**config.mk**
```make
export PLATFORM = sky130hd
export DESIGN_NAME = apb_master_nslv_flat
export DESIGN_NICKNAME = d
export VERILOG_FILES = /design/src/rtl/apb_master_nslv_pkg.sv /design/src/rtl/apb_master_nslv_if.sv /design/src/rtl/apb_master_nslv_addr_decode.sv /design/src/rtl/apb_master_nslv.sv /design/src/flat_wrapper.sv
export SDC_FILE = /design/constraint.sdc
export NUM_CORES = 1
export LEC_CHECK = 0
export CORE_ASPECT_RATIO = 0.75
export CORE_MARGIN = 1
export CORE_UTILIZATION = 41
export CTS_CLUSTER_SIZE = 12
export DETAILED_ROUTE_END_ITERATION = 16
export PLACE_DENSITY = 0.82
export SYNTH_ARGS = -nofsm -noshare
export SYNTH_HDL_FRONTEND = slang
export SYNTH_SLANG_ARGS = --single-unit
```
**constraint.sdc**
```tcl
create_clock -name pclk -period 3.7 [get_ports pclk]
set_clock_uncertainty 0.15 [all_clocks]
set_input_delay 0.555 -clock pclk [delete_from_list [all_inputs] [get_ports pclk]]
set_output_delay 0.555 -clock pclk [all_outputs]
set_load 0.005 [all_outputs]
```
**src/rtl/apb_master_nslv_pkg.sv**
```systemverilog
// Shared types and helpers for the N-slave APB4 master.
//  state_e     : FSM state encoding (IDLE/SETUP/ACCESS/DERR)
//  sel_bits()  : number of top address bits used as slave index
//  strb_en()   : APB4 strobe rule, strobes only carry meaning on writes
package apb_master_nslv_pkg;

   typedef enum logic [1:0] {
      IDLE   = 2'd0,
      SETUP  = 2'd1,
      ACCESS = 2'd2,
      DERR   = 2'd3
   } state_e;

   // At least one select bit, even for a single slave.
   function automatic int unsigned sel_bits(input int unsigned num_slv);
      return (num_slv <= 1) ? 1 : $clog2(num_slv);
   endfunction

   // Reads drive all-zero strobes on the bus.
   function automatic logic strb_en(input logic is_write);
      return is_write;
   endfunction

endpackage

```
**src/rtl/apb_master_nslv_if.sv**
```systemverilog
// Shared APB4 bus between one master and NUM_SLV slaves.
//  master modport : drives psel/penable/pwrite/paddr/pwdata/pstrb,
//                   receives prdata/pready/pslverr (slave i at [i*WIDTH +: WIDTH] / bit i)
//  slave modport  : mirror image
interface apb_master_nslv_if #(
   parameter int unsigned ADD_WIDTH = 9,
   parameter int unsigned WIDTH     = 32,
   parameter int unsigned NUM_SLV   = 2
);
   localparam int unsigned STRB_W = WIDTH / 8;

   logic [NUM_SLV-1:0]       psel;
   logic                     penable;
   logic                     pwrite;
   logic [ADD_WIDTH-1:0]     paddr;
   logic [WIDTH-1:0]         pwdata;
   logic [STRB_W-1:0]        pstrb;
   logic [NUM_SLV*WIDTH-1:0] prdata;
   logic [NUM_SLV-1:0]       pready;
   logic [NUM_SLV-1:0]       pslverr;

   modport master (
      output psel, penable, pwrite, paddr, pwdata, pstrb,
      input  prdata, pready, pslverr
   );

   modport slave (
      input  psel, penable, pwrite, paddr, pwdata, pstrb,
      output prdata, pready, pslverr
   );
endinterface

```
**src/rtl/apb_master_nslv_addr_decode.sv**
```systemverilog
// Combinational slave decoder: address select field -> one-hot select + decode error.
//  addr_hi_i     : top SEL_BITS of the request address
//  sel_c_o       : one-hot slave select, all zero on decode error
//  decode_err_c_o: select field names a slave that does not exist
module apb_master_nslv_addr_decode
   import apb_master_nslv_pkg::*;
#(
   parameter int unsigned NUM_SLV = 2
) (
   input  logic [sel_bits(NUM_SLV)-1:0] addr_hi_i,
   output logic [NUM_SLV-1:0]           sel_c_o,
   output logic                         decode_err_c_o
);
   localparam int unsigned SEL_BITS = sel_bits(NUM_SLV);

   always_comb begin
      sel_c_o        = '0;
      decode_err_c_o = (32'(addr_hi_i) >= NUM_SLV);
      for (int i = 0; i < NUM_SLV; i++) begin
         if (addr_hi_i == SEL_BITS'(i)) sel_c_o[i] = 1'b1;
      end
   end
endmodule

```
**src/rtl/apb_master_nslv.sv**
```systemverilog
// APB4 master driving one shared bus to NUM_SLV slaves.
//  pclk/preset      : clock, synchronous active-high reset
//  transfer/req_ready: request handshake (req_ready is combinational)
//  Req_*            : request direction, strobes, address, write data
//  rsp_valid/rsp_err/Req_rdata : one-cycle response pulse, error flag, read data
//  apb              : APB bus (master modport)
module apb_master_nslv
   import apb_master_nslv_pkg::*;
#(
   parameter int unsigned ADD_WIDTH = 9,
   parameter int unsigned WIDTH     = 32,
   parameter int unsigned NUM_SLV   = 2,
   parameter int unsigned TIMEOUT   = 16
) (
   input  logic                 pclk,
   input  logic                 preset,
   input  logic                 transfer,
   output logic                 req_ready,
   input  logic                 Req_read_write,
   input  logic [WIDTH/8-1:0]   Req_pstrb,
   input  logic [ADD_WIDTH-1:0] Req_addr,
   input  logic [WIDTH-1:0]     Req_wdata,
   output logic                 rsp_valid,
   output logic [WIDTH-1:0]     Req_rdata,
   output logic                 rsp_err,
   apb_master_nslv_if.master    apb
);
   localparam int unsigned STRB_W   = WIDTH / 8;
   localparam int unsigned SEL_BITS = sel_bits(NUM_SLV);
   localparam int unsigned TCNT_W   = (TIMEOUT < 2) ? 1 : $clog2(TIMEOUT);
   localparam logic [TCNT_W-1:0] TCNT_LAST = TCNT_W'((TIMEOUT == 0) ? 0 : TIMEOUT - 1);

   state_e               state_q, state_d;
   logic [NUM_SLV-1:0]   psel_q, psel_d;
   logic                 penable_q, penable_d;
   logic                 pwrite_q, pwrite_d;
   logic [ADD_WIDTH-1:0] paddr_q, paddr_d;
   logic [WIDTH-1:0]     pwdata_q, pwdata_d;
   logic [STRB_W-1:0]    pstrb_q, pstrb_d;
   logic                 rsp_valid_q, rsp_valid_d;
   logic                 rsp_err_q, rsp_err_d;
   logic [WIDTH-1:0]     rdata_q, rdata_d;
   logic [TCNT_W-1:0]    tcnt_q, tcnt_d;

   logic [NUM_SLV-1:0]   dec_sel_c;
   logic                 dec_err_c;
   logic                 pready_sel_c;
   logic                 pslverr_sel_c;
   logic [WIDTH-1:0]     prdata_sel_c;
   logic                 timeout_c;

   // Slave select decode of the incoming request.
   apb_master_nslv_addr_decode #(
      .NUM_SLV (NUM_SLV)
   ) u_decode (
      .addr_hi_i      (Req_addr[ADD_WIDTH-1 -: SEL_BITS]),
      .sel_c_o        (dec_sel_c),
      .decode_err_c_o (dec_err_c)
   );

   // Response mux: only the currently selected slave is observed.
   always_comb begin
      pready_sel_c  = |(apb.pready & psel_q);
      pslverr_sel_c = |(apb.pslverr & psel_q);
      prdata_sel_c  = '0;
      for (int i = 0; i < NUM_SLV; i++) begin
         if (psel_q[i]) prdata_sel_c = prdata_sel_c | apb.prdata[i*WIDTH +: WIDTH];
      end
   end

   // Abort on the last permitted ACCESS cycle without pready; pready takes priority.
   always_comb begin
      timeout_c = 1'b0;
      if (TIMEOUT != 0) begin
         timeout_c = (state_q == ACCESS) && !pready_sel_c && (tcnt_q == TCNT_LAST);
      end
   end

   // Next-state and registered-output logic.
   always_comb begin
      logic accept;
      state_d     = state_q;
      psel_d      = psel_q;
      penable_d   = penable_q;
      pwrite_d    = pwrite_q;
      paddr_d     = paddr_q;
      pwdata_d    = pwdata_q;
      pstrb_d     = pstrb_q;
      rsp_valid_d = 1'b0;
      rsp_err_d   = 1'b0;
      rdata_d     = rdata_q;
      tcnt_d      = '0;
      req_ready   = 1'b0;
      accept      = 1'b0;

      unique case (state_q)
         IDLE: begin
            req_ready = 1'b1;
            accept    = transfer;
         end
         SETUP: begin
            penable_d = 1'b1;
            state_d   = ACCESS;
         end
         ACCESS: begin
            if (pready_sel_c || timeout_c) begin
               req_ready   = 1'b1;
               rsp_valid_d = 1'b1;
               psel_d      = '0;
               penable_d   = 1'b0;
               state_d     = IDLE;
               if (pready_sel_c) begin
                  rsp_err_d = pslverr_sel_c;
                  if (!pwrite_q) rdata_d = prdata_sel_c;
               end else begin
                  rsp_err_d = 1'b1;
                  rdata_d   = '0;
               end
               accept = transfer;
            end else begin
               tcnt_d = tcnt_q + TCNT_W'(1);
            end
         end
         DERR: begin
            rsp_valid_d = 1'b1;
            rsp_err_d   = 1'b1;
            rdata_d     = '0;
            state_d     = IDLE;
         end
         default: state_d = IDLE;
      endcase

      // Request latch, shared by IDLE and back-to-back acceptance in ACCESS.
      if (accept) begin
         pwrite_d  = Req_read_write;
         paddr_d   = Req_addr;
         pwdata_d  = Req_wdata;
         pstrb_d   = Req_pstrb & {STRB_W{strb_en(Req_read_write)}};
         penable_d = 1'b0;
         if (dec_err_c) begin
            psel_d  = '0;
            state_d = DERR;
         end else begin
            psel_d  = dec_sel_c;
            state_d = SETUP;
         end
      end
   end

   // State and output registers.
   always_ff @(posedge pclk) begin
      if (preset) begin
         state_q     <= IDLE;
         psel_q      <= '0;
         penable_q   <= 1'b0;
         pwrite_q    <= 1'b0;
         paddr_q     <= '0;
         pwdata_q    <= '0;
         pstrb_q     <= '0;
         rsp_valid_q <= 1'b0;
         rsp_err_q   <= 1'b0;
         rdata_q     <= '0;
         tcnt_q      <= '0;
      end else begin
         state_q     <= state_d;
         psel_q      <= psel_d;
         penable_q   <= penable_d;
         pwrite_q    <= pwrite_d;
         paddr_q     <= paddr_d;
         pwdata_q    <= pwdata_d;
         pstrb_q     <= pstrb_d;
         rsp_valid_q <= rsp_valid_d;
         rsp_err_q   <= rsp_err_d;
         rdata_q     <= rdata_d;
         tcnt_q      <= tcnt_d;
      end
   end

   assign apb.psel    = psel_q;
   assign apb.penable = penable_q;
   assign apb.pwrite  = pwrite_q;
   assign apb.paddr   = paddr_q;
   assign apb.pwdata  = pwdata_q;
   assign apb.pstrb   = pstrb_q;
   assign rsp_valid   = rsp_valid_q;
   assign rsp_err     = rsp_err_q;
   assign Req_rdata   = rdata_q;

endmodule
```
**src/flat_wrapper.sv**
```systemverilog
// flat-port wrapper written by rule: the top's interface ports become plain ports
module apb_master_nslv_flat import apb_master_nslv_pkg::*;
#(
   parameter int unsigned ADD_WIDTH = 9,
   parameter int unsigned WIDTH     = 32,
   parameter int unsigned NUM_SLV   = 2,
   parameter int unsigned TIMEOUT   = 16
)
  (pclk, preset, transfer, req_ready, Req_read_write, Req_pstrb, Req_addr, Req_wdata, rsp_valid, Req_rdata, rsp_err, apb_psel, apb_penable, apb_pwrite, apb_paddr, apb_pwdata, apb_pstrb, apb_prdata, apb_pready, apb_pslverr);
  apb_master_nslv_if #(.ADD_WIDTH(ADD_WIDTH), .WIDTH(WIDTH), .NUM_SLV(NUM_SLV)) apb_i ();
  input  logic pclk;
  input  logic preset;
  input  logic transfer;
  output logic req_ready;
  input  logic Req_read_write;
  input  logic [WIDTH/8-1:0] Req_pstrb;
  input  logic [ADD_WIDTH-1:0] Req_addr;
  input  logic [WIDTH-1:0] Req_wdata;
  output logic rsp_valid;
  output logic [WIDTH-1:0] Req_rdata;
  output logic rsp_err;
  output wire logic [$bits(apb_i.psel)-1:0] apb_psel;
  output wire logic [$bits(apb_i.penable)-1:0] apb_penable;
  output wire logic [$bits(apb_i.pwrite)-1:0] apb_pwrite;
  output wire logic [$bits(apb_i.paddr)-1:0] apb_paddr;
  output wire logic [$bits(apb_i.pwdata)-1:0] apb_pwdata;
  output wire logic [$bits(apb_i.pstrb)-1:0] apb_pstrb;
  input wire logic [$bits(apb_i.prdata)-1:0] apb_prdata;
  input wire logic [$bits(apb_i.pready)-1:0] apb_pready;
  input wire logic [$bits(apb_i.pslverr)-1:0] apb_pslverr;
  assign apb_psel = apb_i.psel;
  assign apb_penable = apb_i.penable;
  assign apb_pwrite = apb_i.pwrite;
  assign apb_paddr = apb_i.paddr;
  assign apb_pwdata = apb_i.pwdata;
  assign apb_pstrb = apb_i.pstrb;
  assign apb_i.prdata = apb_prdata;
  assign apb_i.pready = apb_pready;
  assign apb_i.pslverr = apb_pslverr;
  apb_master_nslv #(.ADD_WIDTH(ADD_WIDTH), .WIDTH(WIDTH), .NUM_SLV(NUM_SLV), .TIMEOUT(TIMEOUT)) u_core (.pclk(pclk), .preset(preset), .transfer(transfer), .req_ready(req_ready), .Req_read_write(Req_read_write), .Req_pstrb(Req_pstrb), .Req_addr(Req_addr), .Req_wdata(Req_wdata), .rsp_valid(rsp_valid), .Req_rdata(Req_rdata), .rsp_err(rsp_err), .apb(apb_i));
endmodule
```
---- Word level (Yosys, flattened, before mapping) ----
Cells that the tools add are included.
operators by class
  equality and inequality tests ........... 7
  multiplexer cells ....................... 23
  add/subtract/negate cells ............... 1
  reduce and logical (&&, ||, !) cells .... 20
  bitwise operators ....................... 5
operators with widths
  operator             count
  $mux 32              5
  $pmux 32 s2          1
  $or 32x32->32        1
  $pmux 1 s2           5
  $mux 1               8
  $reduce_and 2->1     4
  $reduce_bool 2->1    4
  $mux 2               3
  $ne 3x3->1 const B   2
  $pmux 2 s3           1
  $reduce_or 2->1      3
  $add 4x1->4 const B  1
  $and 2x2->2          2
  $and 4x4->4          1
  $eq 2x2->1 const B   2
  $eq 4x4->1 const B   1
  $reduce_bool 4->1    1
  $reduce_and 3->1     1
  $reduce_bool 3->1    1
  $reduce_or 3->1      1
  $eq 2x1->1 const B   1
  $logic_and 1x1->1    2
  $logic_not 2->1      1
  $ne 2x2->1 const B   1
  3 further kinds      3
word-level totals
  output and inout bits ................... 84
  input bits .............................. 117
  register bits after elaboration ......... 89

---- Logic depth before layout (Yosys ltp) ----
  depth after elaboration ................. 10
  gate-level depth with buffers ........... 9
  depth with buffers taken out ............ 7

---- Hierarchy ----
A second synthesis with hierarchy kept.
unflattened totals
  cells, all modules ...................... 451
  area, all modules ....................... 4351.7 µm²
modules (own cells, without submodules)
  module                       area each (µm²)  seq. area each (µm²)  cells each  instances
  apb_master_nslv              4329.2           1781.7                447         1
  apb_master_nslv_addr_decode  22.5             0.0                   4           1

---- Worst setup path before layout ----
No wires, ideal clock.
  path type ............................... register -> output
  start ................................... register u_core.state_q[0]
  end ..................................... output port req_ready
  required time ........................... 2995 ps
  cell stages (with the launch flop) ...... 7
  slack ................................... 1573 ps
  arrival ................................. 1422 ps
  path buffers ............................ 1
  path through ............................ dfxtp_1 -> inv_1 -> ha_1 -> and4_1 -> a211oi_2 -> inv_1 -> clkbuf_1
between the ends
  cells in the longest elaborated chain, start to end .. 6
  elaborated cells on any way between the ends .. 7
  those cells by class .................... eq/ne (1); mux (2); reduce/logical (4)
ends and longest elaborated chain
  element                          line                                          text
  start, declared                  apb_master_nslv.sv:33                         state_e state_q, state_d;
  start signal, assigned           apb_master_nslv.sv:165                        state_q <= state_d;
  $eq 2x2->1                       apb_master_nslv.sv:75, apb_master_nslv.sv:96
  $logic_and 1x1->1 (2 in series)  apb_master_nslv.sv:75                         timeout_c = (state_q == ACCESS) && !pready_sel_c && (tcnt_q == TCNT_LAST);
  $logic_or 1x1->1                 apb_master_nslv.sv:106                        if (pready_sel_c || timeout_c) begin
  $mux 1                           apb_master_nslv.sv:106
  $pmux 1 s2 *                     apb_master_nslv.sv:96                         unique case (state_q)
  end, declared                    flat_wrapper.sv:14                            output logic req_ready;
Every way passes the cells marked *; elsewhere a longest branch is shown, timed or not.

---- Worst setup path after layout ----
Ends and elaborated chain as after synthesis.

==> impl_metrics.yaml <==
outcome:
  status: "finished clean"
global_route:
  overflow: 0
  grt_start_max_net_pins: 58
  grt_antenna_before_repair: 0
  grt_pass1_vias: 3489
  met3_usage_pct: 5.89
  grt-busiest-layer: "met2"
  use_met1_pct: 30.0
  grt_use_met2_pct: 40.7
  grt_pass1_wl_um: 16900
  grt_usage_pct: 24.0
timing:
  worst_slew_pin_slew_ns: 0.996
  fin_ws_ns: 0.828
  period_minus_slack_ns: 2.87
  setup_viol_count_final: 0
  max_freq_mhz: 348
  finalHoldViolCount: 0
  slew_violations: 0
  finalSetupTns_ns: 0
  period_share_pct: 77.6
  rsz0062_at_grt: "false"
  relSlewSlack_pct: 33.6
power_and_ir_drop:
  power_frac_comb_pct: 23.2
  switching_share_pct: 26.4
  finalPower_mw: 2.47
  p_seq_share_pct: 42.4
  p_leak_nw: 2.00
  ir_drop_mv: 0.331
  p_per_area_nw_per_um2: 424
  power_switching_uw: 653
  p_clk_share_pct: 34.4
  power.internal_mw: 1.82
clock_network:
  clock_latency_ns: 0.32
  cts_tree: "yes"
  holdBufCountCts: 0
  h-tree-depth: 3
  clk_pin_slew_ns: 0.06
  cts_inserted_buffers: 9
  ctsRootBufferMaster: "clkbuf_16"
  ctsResizeCount: 0
  cts.sinks: 89
  max-clock-path-buffers: 2
  cts_setup_buffers: 0
critical_path:
  critPathMaxStageDelay_ns: 0.47
  cp_data_arrival_time_ns: 2.17
  crit_path_start_kind: "flop"
  critPathCaptureType: "output pin"
  path_cells: "inv_1 > ha_1 > and4_1 > a211oi_4 > inv_1 > clkdlybuf4s50_1"
  slowest_stage: "clkdlybuf4s50_1"
  critPathMaxFanout: 7
  cp_common_cell: "inv_1"
  required_ns: 2.99
  path_class: "flop to output pin"
synthesis:
  synth.top_cell.area_share_pct: 50.4
  yosysSeqAreaShare_pct: 50.4
  yosys.area.top_type: "dfxtp_1"
  async_flop_share_pct: 0
  yosys.cell_count.top_type: "dfxtp_1"
  syn_area_per_cell_sq_um: 9.21
  synth_seq_cells: 89
  synth_common_cells: "89 x dfxtp_1, 49 x a21oi_1, 42 x nand3_1, 41 x o21ai_0"
  syn_inst: 384
  synth_area_sq_um: 3540
  synth_edf_count: 0
  synthTopCellsByArea: "dfxtp_1 50%, o2bb2ai_1 7.9%, a21oi_1 6.9%"
  syn_nets: 507
  yosys_warnings: 0
  ys.flop_type: "dfxtp_1"
  synth.distinct_cells: 33
routing:
  vias: 3626
  dr.pass1.iters: 4
  routedWlPerCell_um: 16.4
  wl_um: 11000
  drtAntennaViolNets: 0
  post-route-drc-count: 0
  first_iter_violations: 231
  viasPerCell: 5.42
floorplanning:
  die_h_um: 82.4
  rows: 28
  die-area_sq_um: 9010
  initial_core_util_pct: 43.5
  num_io_pins: 201
  core-area_sq_um: 8130
  dieWidth_um: 109
final_layout:
  final_cells: 669
  synthToLayoutAreaGrowth_pct: 64.6
  fin_nets: 685
  drive_above_1_share_pct: 4.61
  post-route-cell-area_sq_um: 5820
  diodes: 0
place:
  dpl_worst_slack_ns: 0.871
  dp_hpwl_um: 7640
  placed_cells: 656
  place.gp.congestion: 0.829
  numPortBuffers: 200
  postPlaceCellArea_sq_um: 5550
flow_run:
  drv_cap: 0
worst_hold_path:
  hp-class: "flop to flop"
==> registers in the layout (all words and copies together), names as in the netlist, 2 cells and up <==
signal,cells
u_core.apb.pwdata,32
u_core.apb.psel,2
u_core.apb.paddr,9
u_core.state_q,2
u_core.tcnt_q,4
u_core.Req_rdata,32
u_core.apb.pstrb,4
==> metal layers <==
| layer | wire, um | vias up |
|---|---|---|
| met1 | 4750 | 1686 |
| li1 | - | 1785 |
| met3 | 734 | 22 |
| met4 | 213 | 0 |
| met5 | 0 | - |
| met2 | 5310 | 133 |
==> through the flow <==
stage	util, %	hold slack [ns]
6_report	71.6	0.301
4_1_cts	71.6	0.303
5_1_grt	71.6	0.321
2_1_floorplan	-	0.268
3_5_place_dp	68.3	0.293
3_3_place_gp	68.3	0.283
==> path summary, 6_finish.rpt <==
kind                            cells past startpoint         startpoint  slack, ns                  to
worst max-delay path                                6  u_core.state_q[0]       0.83           req_ready
worst min-delay path                                1   u_core.tcnt_q[0]       0.30    u_core.tcnt_q[0]
worst min register to register                      1   u_core.tcnt_q[0]       0.30    u_core.tcnt_q[0]
worst max register to register                      7  u_core.state_q[0]       1.29  u_core.apb.psel[1]
==> layout by cell type (no fill, tap or decap), types with 2 or more instances in the layout <==
cell               n
clkdlybuf4s50_1  199
or3_1              3
ha_1               6
buf_4              8
o41ai_1            2
o21ai_1            7
a22oi_1           32
a21oi_1           49
o2bb2ai_1         32
nand2b_1           2
nand3_1           42
clkbuf_16          9
inv_1              8
o21ai_0           41
clkinv_2           2
nor2_1             8
dfxtp_1           89
or4_1              2
nand4_1            5
==> logic make-up after synthesis <==
| kind of cell | share of synthesized area (%) |
|---|---|
| simple gates | 10.1 |
| xor+xnor | 0.495 |
| mux | 0.283 |
| fa+ha+maj | 2.12 |
| compound gates | 30.5 |
| flops | 50.4 |
| buf+inv | 6.12 |
==> worst max-delay path: cells and delay by family (launching register included) <==
family | cells | cell delay [ns]
AO/OA/AOI/OAI | 1 | 0.23
adder cells (fa/ha/maj) | 1 | 0.30
buffers and inverters | 3 | 0.66
flip-flops | 1 | 0.37
AND/OR/NAND/NOR | 1 | 0.29
==> layout make-up <==
type / instances / area [sq um]
well taps: 105 / 131
flip-flops and latches: 89 / 1780
fillers: 598 / 2300
multi-input cells: 246 / 1550
clock buffers: 9 / 225
inverters: 8 / 30.0
clock inverters: 4 / 47.5
repair buffers: 208 / 2060
==> power groups by stage <==
| stage | clock network (mW) | logic, mW | registers, mW |
|---|---|---|---|
| after floorplan | 0 | 0.272 | 1.07 |
| after global placement | 0 | 0.553 | 1.07 |
| after detailed placement | 0 | 0.568 | 1.07 |
| after CTS | 0.866 | 0.572 | 1.05 |
| after global routing | 0.914 | 0.625 | 1.05 |
| final | 0.851 | 0.573 | 1.05 |
Note: power is estimated with default switching activity, not from simulation.
